$ cat src/rtl/muldiv_unit_if.sv
// muldiv_unit_if: operand request and write-back packet between issue logic and muldiv_unit
interface muldiv_unit_if #(
  parameter int Address_Width = 5,
  parameter int Data_Width = 32
);
  logic start;
  logic [1:0] op;
  logic [Data_Width-1:0] rs1_data;
  logic [Data_Width-1:0] rs2_data;
  logic [Address_Width-1:0] rd_in;
  logic busy;
  logic done;
  logic we;
  logic [Data_Width-1:0] result;
  logic [Address_Width-1:0] rd_out;
  modport master (
    output start, op, rs1_data, rs2_data, rd_in,
    input busy, done, we, result, rd_out
  );
  modport slave (
    input start, op, rs1_data, rs2_data, rd_in,
    output busy, done, we, result, rd_out
  );
endinterface

$ cat src/rtl/muldiv_unit.sv
// muldiv_unit: iterative unsigned shift-add multiplier / restoring divider sharing one counter and datapath
module muldiv_unit #(
  parameter int Address_Width = 5,
  parameter int Data_Width = 32
) (
  input logic clk,
  input logic rst,
  muldiv_unit_if.slave bus
);
  localparam int CW = $clog2(Data_Width);
  typedef enum logic [1:0] {IDLE, RUN, DONE} state_t;
  state_t r_state, w_state_nx;
  logic [1:0] r_op;
  logic [Data_Width:0] r_hi;
  logic [Data_Width-1:0] r_lo, r_b, r_result;
  logic [Address_Width-1:0] r_rd, r_rd_out;
  logic [CW-1:0] r_cnt;
  logic w_accept, w_div0, w_last;
  logic [Data_Width:0] w_sum, w_shift, w_hi_nx;
  logic [Data_Width+1:0] w_diff;
  logic [Data_Width-1:0] w_lo_nx;
  assign w_accept = r_state == IDLE && bus.start;
  assign w_div0 = bus.op[1] && bus.rs2_data == '0;
  assign w_last = r_cnt == CW'(Data_Width - 1);
  // One iteration: r_hi is the running high product / partial remainder, r_lo the multiplier / dividend-quotient
  always_comb begin
    w_sum = r_hi + (r_lo[0] ? {1'b0, r_b} : '0);
    w_shift = {r_hi[Data_Width-1:0], r_lo[Data_Width-1]};
    w_diff = {1'b0, w_shift} - {2'b0, r_b};
    w_hi_nx = r_op[1] ? (w_diff[Data_Width+1] ? w_shift : w_diff[Data_Width:0]) : {1'b0, w_sum[Data_Width:1]};
    w_lo_nx = r_op[1] ? {r_lo[Data_Width-2:0], ~w_diff[Data_Width+1]} : {w_sum[0], r_lo[Data_Width-1:1]};
  end
  // Next state: divide by zero skips the iteration phase entirely
  always_comb begin
    w_state_nx = r_state;
    w_state_nx = r_state == IDLE ? (bus.start ? (w_div0 ? DONE : RUN) : IDLE) :
                 r_state == RUN ? (w_last ? DONE : RUN) : IDLE;
  end
  // State register
  always_ff @(posedge clk) begin
    if (!rst) r_state <= IDLE;
    else r_state <= w_state_nx;
  end
  // Operand latch, iteration datapath and write-back packet
  always_ff @(posedge clk) begin
    if (!rst) begin
      r_op <= '0;
      r_hi <= '0;
      r_lo <= '0;
      r_b <= '0;
      r_cnt <= '0;
      r_rd <= '0;
      r_result <= '0;
      r_rd_out <= '0;
    end else if (w_accept) begin
      r_op <= bus.op;
      r_hi <= '0;
      r_lo <= bus.op[1] ? bus.rs1_data : bus.rs2_data;
      r_b <= bus.op[1] ? bus.rs2_data : bus.rs1_data;
      r_cnt <= '0;
      r_rd <= bus.rd_in;
      if (w_div0) begin
        r_result <= bus.op[0] ? bus.rs1_data : '1;
        r_rd_out <= bus.rd_in;
      end
    end else if (r_state == RUN) begin
      r_hi <= w_hi_nx;
      r_lo <= w_lo_nx;
      r_cnt <= r_cnt + 1'b1;
      if (w_last) begin
        r_result <= r_op[0] ? w_hi_nx[Data_Width-1:0] : w_lo_nx;
        r_rd_out <= r_rd;
      end
    end
  end
  assign bus.busy = r_state != IDLE;
  assign bus.done = r_state == DONE;
  assign bus.we = r_state == DONE;
  assign bus.result = r_result;
  assign bus.rd_out = r_rd_out;
endmodule

$ cat src/flat_wrapper.sv
// flat-port wrapper written by rule: the top's interface ports become plain ports
module muldiv_unit_flat 
#(
  parameter int Address_Width = 5,
  parameter int Data_Width = 32
)
  (clk, rst, bus_start, bus_op, bus_rs1_data, bus_rs2_data, bus_rd_in, bus_busy, bus_done, bus_we, bus_result, bus_rd_out);
  muldiv_unit_if #(.Address_Width(Address_Width), .Data_Width(Data_Width)) bus_i ();
  input logic clk;
  input logic rst;
  input wire logic [$bits(bus_i.start)-1:0] bus_start;
  input wire logic [$bits(bus_i.op)-1:0] bus_op;
  input wire logic [$bits(bus_i.rs1_data)-1:0] bus_rs1_data;
  input wire logic [$bits(bus_i.rs2_data)-1:0] bus_rs2_data;
  input wire logic [$bits(bus_i.rd_in)-1:0] bus_rd_in;
  output wire logic [$bits(bus_i.busy)-1:0] bus_busy;
  output wire logic [$bits(bus_i.done)-1:0] bus_done;
  output wire logic [$bits(bus_i.we)-1:0] bus_we;
  output wire logic [$bits(bus_i.result)-1:0] bus_result;
  output wire logic [$bits(bus_i.rd_out)-1:0] bus_rd_out;
  assign bus_i.start = bus_start;
  assign bus_i.op = bus_op;
  assign bus_i.rs1_data = bus_rs1_data;
  assign bus_i.rs2_data = bus_rs2_data;
  assign bus_i.rd_in = bus_rd_in;
  assign bus_busy = bus_i.busy;
  assign bus_done = bus_i.done;
  assign bus_we = bus_i.we;
  assign bus_result = bus_i.result;
  assign bus_rd_out = bus_i.rd_out;
  muldiv_unit #(.Address_Width(Address_Width), .Data_Width(Data_Width)) u_core (.clk(clk), .rst(rst), .bus(bus_i));
endmodule
$ cat config.mk
export PLATFORM = sky130hd
export DESIGN_NAME = muldiv_unit_flat
export DESIGN_NICKNAME = d
export VERILOG_FILES = /design/src/rtl/muldiv_unit_if.sv /design/src/rtl/muldiv_unit.sv /design/src/flat_wrapper.sv
export SDC_FILE = /design/constraint.sdc
export NUM_CORES = 1
export LEC_CHECK = 0
export ABC_AREA = 1
export CAP_MARGIN = 15
export CORE_UTILIZATION = 40
export CTS_CLUSTER_SIZE = 16
export DETAILED_ROUTE_END_ITERATION = 8
export PLACE_DENSITY = 0.55
export SYNTH_ARGS = -nofsm -noshare
export SYNTH_HDL_FRONTEND = slang
export SYNTH_SLANG_ARGS = --single-unit
$ cat constraint.sdc
create_clock -name clk -period 2.7 [get_ports clk]
set_input_delay 0.405 -clock clk [delete_from_list [all_inputs] [get_ports clk]]
set_output_delay 0.405 -clock clk [all_outputs]
set_load 0.02 [all_outputs]
==> flow_metrics.py, run 1 <==
metrics = {
    "die": {
        "start_util_pct": 40.73,
        "core_sq_mm": 0.03164,
        "floorplan.die.height_um": 181.5,
        "ios": 114,
        "fp.dieArea_sq_mm": 0.03294,
        "fp.dieW_um": 181.5,
        "rows": 65,
    },
    "global_route": {
        "grt-ovfl-total": 0,
        "grt_max_degree": 100,
        "antenna_found_initial": 0,
        "first_global_vias": 14590,
        "grt_use_total_pct": 31.86,
        "grt_pass1_wl_um": 81350,
    },
    "cts": {
        "cts.clk_slew.worst_paths_ns": 0.07,
        "htreeDepth": 4,
        "cts_tree": "built",
        "clkSinkCount": 148,
        "cts_root_buf": "clkbuf_16",
        "cts_buffers": 17,
        "insertion_delay_ns": 0.44,
        "clk_path_buf_depth": 2,
    },
    "routing": {
        "first_iter_violations": 1239,
        "drtAntennaViolNets": 0,
        "drcViolationCount": 0,
        "dr.pass1.iters": 5,
        "vias": 15460,
        "wl_per_cell_um": 17.94,
        "vias_per_cell": 5.232,
        "wirelength_um": 53010,
    },
    "setup_path": {
        "rrSetupSlack_ns": 0.10,
        "crit_arrival_ns": 2.90,
        "worstPathRequired_ns": 3.01,
        "worstSetupEndpointType": "flop",
        "start_kind": "flop",
        "critPathMaxFanout": 4,
        "crit_type": "reg2reg",
    },
    "synth": {
        "syn_area_sq_mm": 0.01289,
        "synth_edf_count": 0,
        "ys_warn_count": 0,
        "synth_cell_type_count": 49,
        "synth_compound_gate_area_share_pct": 18.00,
        "synthCells": 2261,
        "ys.flop_type": "dfxtp_1",
        "synthMuxAreaShare_pct": 1.087,
        "postSynthAreaPerCell_sq_um": 5.699,
        "syn-num-nets": 2403,
        "synthSimpleGateAreaFrac_pct": 37.32,
        "yosysSeqAreaShare_pct": 22.99,
        "synth_top_family_by_area": "simple AND/OR/NAND/NOR gates",
        "synthXorXnorAreaFrac_pct": 0.9515,
        "synth-seq-cells": 148,
        "synthAdderAreaFrac_pct": 6.719,
        "async_flop_share_pct": 0,
    },
    "pwr": {
        "peakVddDrop_uv": 429.2,
        "p_leak_nw": 8.660,
        "p_per_area_mw_per_mm2": 459.8,
    },
    "sta": {
        "max_freq_mhz": 385.1,
        "fin_hold_ws_ns": 0.3594,
        "fin_setup_tns_ns": 0,
        "period_share_pct": 96.17,
        "slew_violations": 0,
        "tightest_slew_ns": 0.8343,
        "worst_clock_skew_ns": 0.01544,
        "relSlewSlack_pct": 44.38,
        "setup_viol_count_final": 0,
        "period_minus_slack_ns": 2.597,
        "rsz0062_at_grt": "yes",
        "hold_violations": 0,
    },
    "place": {
        "dpl.hpwl_um": 41050,
        "gp_congestion": 0.9478,
        "port_buffers": 113,
    },
    "layout": {
        "drive_above_1_share_pct": 20.84,
        "mostFrequentLayoutCells": "nand2_1, inv_1, buf_4, nor2_1, o21ai_0",
        "diodes": 0,
        "area_growth_pct": 36.95,
        "final_common_cell": "nand2_1",
        "nets": 2682,
    },
    "run_status": {
        "status": "finished clean",
    },
    "min_path": {
        "hold_path_class": "in2reg",
    },
    "job": {
        "max_cap_viol_count": 0,
    },
}
metrics by stage:
stage                     util (%)  setup WS, ns  power (mW)  std cells  instance area [sq um]
after global placement       50.39      -0.08556       5.409       2911                  15940
after global routing         55.78      -0.03745       8.566       2955                  17650
after detailed placement     50.39      -0.09949       5.430       2911                  15940
final                        55.78        0.1033       8.115       2955                  17650
after floorplan                  -        0.2773       4.154       2261                  12890
after CTS                    52.51       0.01102       7.873       2945                  16610
flip-flops by register name (all words and copies together), names as in the netlist:
register,cells
u_core.bus.rd_out,5
u_core.bus.result,32
u_core.r_cnt,5
u_core.r_state,2
u_core.r_hi,33
u_core.r_lo,32
u_core.r_op,2
u_core.r_b,32
u_core.r_rd,5
cells in the mapped netlist, types with 4 or more instances:
cell type,instances,share of area [%]
nand2_1,753,22
inv_1,307,8.9
nor2_1,208,6.1
a21oi_1,166,6.4
o21ai_0,158,6.1
nand3_1,151,5.9
dfxtp_1,148,23
clkbuf_1,72,2.1
ha_1,66,6.4
a31oi_1,40,1.9
nand4_1,20,0.97
mux2i_1,14,1.1
o211ai_1,14,0.82
buf_1,11,0.32
inv_2,10,0.29
a221oi_1,9,0.61
nor3_1,9,0.35
o21bai_1,9,0.52
buf_2,8,0.31
nand3b_1,8,0.47
xnor2_1,8,0.54
buf_6,7,0.61
xor2_1,6,0.41
nand2_2,5,0.24
a21o_1,4,0.23
clkinv_1,4,0.12
or2_2,4,0.19
cell families (layout without fill, tap and decap cells):
| family | after synthesis | after routing |
|---|---|---|
| AOI/OAI and AO/OA | 419 | 419 |
| xor gates and xnor gates | 14 | 14 |
| adders and majority gates | 68 | 68 |
| buffers and inverters | 422 | 714 |
| DFF | 148 | 148 |
| muxes | 14 | 14 |
| and+or+nand+nor | 1176 | 1176 |
path summary, 6_finish.rpt:
path,start,end,cells after the start
setup / recovery,u_core.r_b[13]$_SDFFE_PN0P_,u_core.bus.result[14]$_SDFFE_PN0P_,15
hold reg to reg,u_core.bus.result[22]$_SDFFE_PN0P_,u_core.bus.result[22]$_SDFFE_PN0P_,2
hold / removal,bus_op[1],u_core.r_state[0]$_SDFF_PN0_,4
setup reg to reg,u_core.r_b[13]$_SDFFE_PN0P_,u_core.bus.result[14]$_SDFFE_PN0P_,15
routing by layer:
layer	vias to the layer above	wire length, um	GRT usage [%]
met5	-	0	0
met4	0	1115	8.814
met3	47	3654	3.791
met2	522	22890	49.29
met1	7084	25340	46.22
li1	7808	-	-
power by group:
group | internal [mW] | switching (mW) | leakage (nW)
clock network | 1.31 | 1.13 | 0.283
registers | 2.31 | 0.133 | 1.22
logic | 1.30 | 1.93 | 7.16
timing repair:
item                       CTS  global route
buffers inserted             2            10
pin swaps                    1            47
setup endpoints to repair   35            57
gates resized for setup     18           237
hold buffers                 0             0
gates cloned                 0             0
layout make-up:
class | instances | area, sq um
Fill cell | 3258 | 13990
Multi-Input combinational cell | 1691 | 9200
Timing Repair Buffer | 361 | 3132
Sequential cell | 148 | 3019
Inverter | 321 | 1205
Tap cell | 402 | 503.0
Clock buffer | 17 | 425.4
Clock inverter | 15 | 162.7
worst max-delay path, stage by stage (launching register included):
cell and delay (ns):
dfxtp_1 0.35, inv_1 0.12, ha_1 0.35, buf_4 0.16, nand2_1 0.13, inv_1 0.07, a21oi_1 0.18, nand3_1 0.13
buf_4 0.17, or2_2 0.26, nand3_1 0.14, nand3_2 0.12, nand2_1 0.07, nand2_1 0.07, nand2_1 0.08, a21oi_1 0.06
(Power assumes the default switching activity.)
==> inputs of run 2 (changes only) <==
--- a/config.mk
+++ b/config.mk
@@ -10,7 +10,9 @@
 export CORE_UTILIZATION = 40
 export CTS_CLUSTER_SIZE = 16
 export DETAILED_ROUTE_END_ITERATION = 8
-export PLACE_DENSITY = 0.55
+export GPL_ROUTABILITY_DRIVEN = 0
+export PLACE_DENSITY_LB_ADDON = 0.3
+export RECOVER_POWER = 25
 export SYNTH_ARGS = -nofsm -noshare
 export SYNTH_HDL_FRONTEND = slang
 export SYNTH_SLANG_ARGS = --single-unit
==> flow_metrics.py, run 2 (synthesis gave the netlist of run 1 again) <==
metrics = {
    "run_status": {
        "status": "complete, but fails checks",
        "violations": "negative setup slack",
    },
    "setup_path": {
        "cp_num_buf_inv": 3,
        "path_cells": "buf_12, buf_4, nand2_1, inv_1, ha_1, a21oi_1, a21boi_2, o21bai_1, nor2_2, nand2_1, nand2_1, nand3_1, nand2_1, nand2_1, nand2_1, nand2_1, a21oi_1",
        "path_common_cell": "nand2_1",
        "crit_arrival_ns": 3.09,
        "worstPathRequired_ns": 3.08,
        "crit_family": "simple AND/OR/NAND/NOR gates",
        "rr_worst_depth": 17,
        "critPathMaxFanout": 18,
        "cp_slowest_stage_delay_ns": 0.34,
        "slowest_stage": "dfxtp_2",
        "worst-path-stages": 17,
        "crit_type": "reg2reg",
        "worstSetupEndpointType": "flop",
        "start_kind": "flop",
    },
    "pwr": {
        "p_leak_nw": 8.005,
        "p_int_mw": 5.013,
        "seqPwrFrac_pct": 30.6,
        "pwr-share-comb_pct": 36.0,
        "p_clk_share_pct": 33.4,
        "switching_share_pct": 36.76,
        "p_sw_mw": 2.914,
        "peakVddDrop_uv": 462.3,
        "p_per_area_mw_per_mm2": 490.3,
    },
    "sta": {
        "setup_viol_count_final": 1,
        "period_share_pct": 100.3,
        "period_minus_slack_ns": 2.708,
        "fin_setup_tns_ns": -0.007746,
        "max_freq_mhz": 369.3,
        "rsz0062_at_grt": "yes",
        "relSlewSlack_pct": 18.10,
        "hold_violations": 0,
        "slew_violations": 0,
        "fin_ws_ns": -0.007746,
        "tightest_slew_ns": 1.229,
        "worst_clock_skew_ns": 0.008765,
    },
    "routing": {
        "wirelength_um": 48930,
        "vias": 15430,
        "vias_per_cell": 5.447,
        "drtAntennaViolNets": 0,
        "drcViolationCount": 0,
        "first_iter_violations": 1510,
        "dr.pass1.iters": 8,
        "wl_per_cell_um": 17.27,
    },
    "layout": {
        "top_register": "u_core.r_hi",
        "largest_reg_flops": 33,
        "diodes": 0,
        "mostFrequentLayoutCells": "nand2_1, inv_1, nor2_1, o21ai_0, a21oi_1",
        "nets": 2562,
        "drive_above_1_share_pct": 12.05,
        "nFillCells": 3139,
        "final_common_cell": "nand2_1",
        "area_growth_pct": 25.48,
    },
    "cts": {
        "cts_buffers": 17,
        "htreeDepth": 4,
        "insertion_delay_ns": 0.45,
        "cts_tree": "built",
        "clkSinkCount": 148,
        "cts_root_buf": "clkbuf_16",
        "cts.clk_slew.worst_paths_ns": 0.06,
        "clk_path_buf_depth": 2,
    },
    "die": {
        "fp.dieArea_sq_mm": 0.03294,
        "rows": 65,
        "ios": 114,
        "fp.dieW_um": 181.5,
        "core_sq_mm": 0.03164,
        "floorplan.die.height_um": 181.5,
        "start_util_pct": 40.73,
    },
    "global_route": {
        "first_global_vias": 14280,
        "grt-ovfl-total": 0,
        "grt_pass1_wl_um": 76420,
        "grt_max_degree": 69,
        "antenna_found_initial": 0,
        "grt_use_total_pct": 29.28,
    },
    "min_path": {
        "hold_path_class": "in2reg",
        "min_path_cells": 4,
    },
    "place": {
        "dpl.hpwl_um": 36980,
        "dp_slack_ns": -0.05029,
        "port_buffers": 113,
    },
    "job": {
        "max_cap_viol_count": 0,
    },
}
## run 2: changes by cell type in the layout (fill, tap and decap cells not counted), moves of 12 or more
cell     change
buf_4      -122
nor2_1      +14
nor2_2      -12
ha_1        +17
a21oi_1     +16
nand3_1     +20
nand3_2     -21
nand2_2     -20
ha_4        -18
a21oi_2     -12
nand2_1     +22
## run 2: power by group through the flow
| stage | Sequential [mW] | Clock [mW] | Combinational, mW |
|---|---|---|---|
| floorplan | 2.42 | 0 | 1.74 |
| global placement | 2.46 | 0 | 2.61 |
| detailed placement | 2.46 | 0 | 2.64 |
| CTS | 2.41 | 2.66 | 2.67 |
| global route | 2.43 | 2.74 | 3.13 |
| finish | 2.43 | 2.65 | 2.86 |
## run 2: layout make-up
cell class              instances  area, sq um  share of cell area, %
repair buffers                239         2158                  13.35
multi-input cells            1693         8685                  53.71
well taps                     402        503.0                  3.111
clock inverters                 7        145.1                 0.8976
inverters                     321         1205                  7.452
flip-flops and latches        148         2985                  18.46
clock buffers                  23        488.0                  3.018
## run 2: metal layers
layer / share of wire [%] / global-route usage, % / vias up
met5: 0 / 0 / -
met1: 43 / 40.14 / 6989
met4: 2.9 / 10.07 / 0
met2: 44 / 46.65 / 774
li1: - / - / 7564
met3: 9.5 / 4.352 / 104
## run 2: worst paths after layout
check / slack [ns] / to / start
worst min-delay path: 0.40 / u_core.r_state[0]$_SDFF_PN0_ / bus_op[1]
worst max-delay path: -0.008 / u_core.bus.result[26]$_SDFFE_PN0P_ / u_core.r_lo[0]$_SDFFE_PN0P_
worst min register to register: 0.46 / u_core.bus.result[17]$_SDFFE_PN0P_ / u_core.bus.result[17]$_SDFFE_PN0P_
worst max register to register: -0.008 / u_core.bus.result[26]$_SDFFE_PN0P_ / u_core.r_lo[0]$_SDFFE_PN0P_
## run 2: metrics by stage
step / std cells / utilization (%) / cell area, sq um / power (mW) / hold WS (ns)
after floorplan: 2261 / - / 12890 / 4.154 / 0.4383
after global placement: 2795 / 47.56 / 15050 / 5.066 / 0.4513
after detailed placement: 2795 / 47.56 / 15050 / 5.098 / 0.4563
after CTS: 2827 / 49.70 / 15720 / 7.738 / 0.3644
after global routing: 2833 / 51.11 / 16170 / 8.301 / 0.4460
final: 2833 / 51.11 / 16170 / 7.927 / 0.3987
## run 2: timing repair
item,in CTS,in global routing
buffers inserted,2,4
endpoints found under the setup margin,10,57
pin swaps,1,14
hold buffers,0,0
endpoints found under the hold margin,0,0
gates cloned,0,2
gates resized for setup,6,116
## run 2: tightest hold or removal path: cells and delay by family
family	cells	cell delay [ns]
simple gates	2	0.18
buf+inv	1	0.11
compound gates	1	0.12
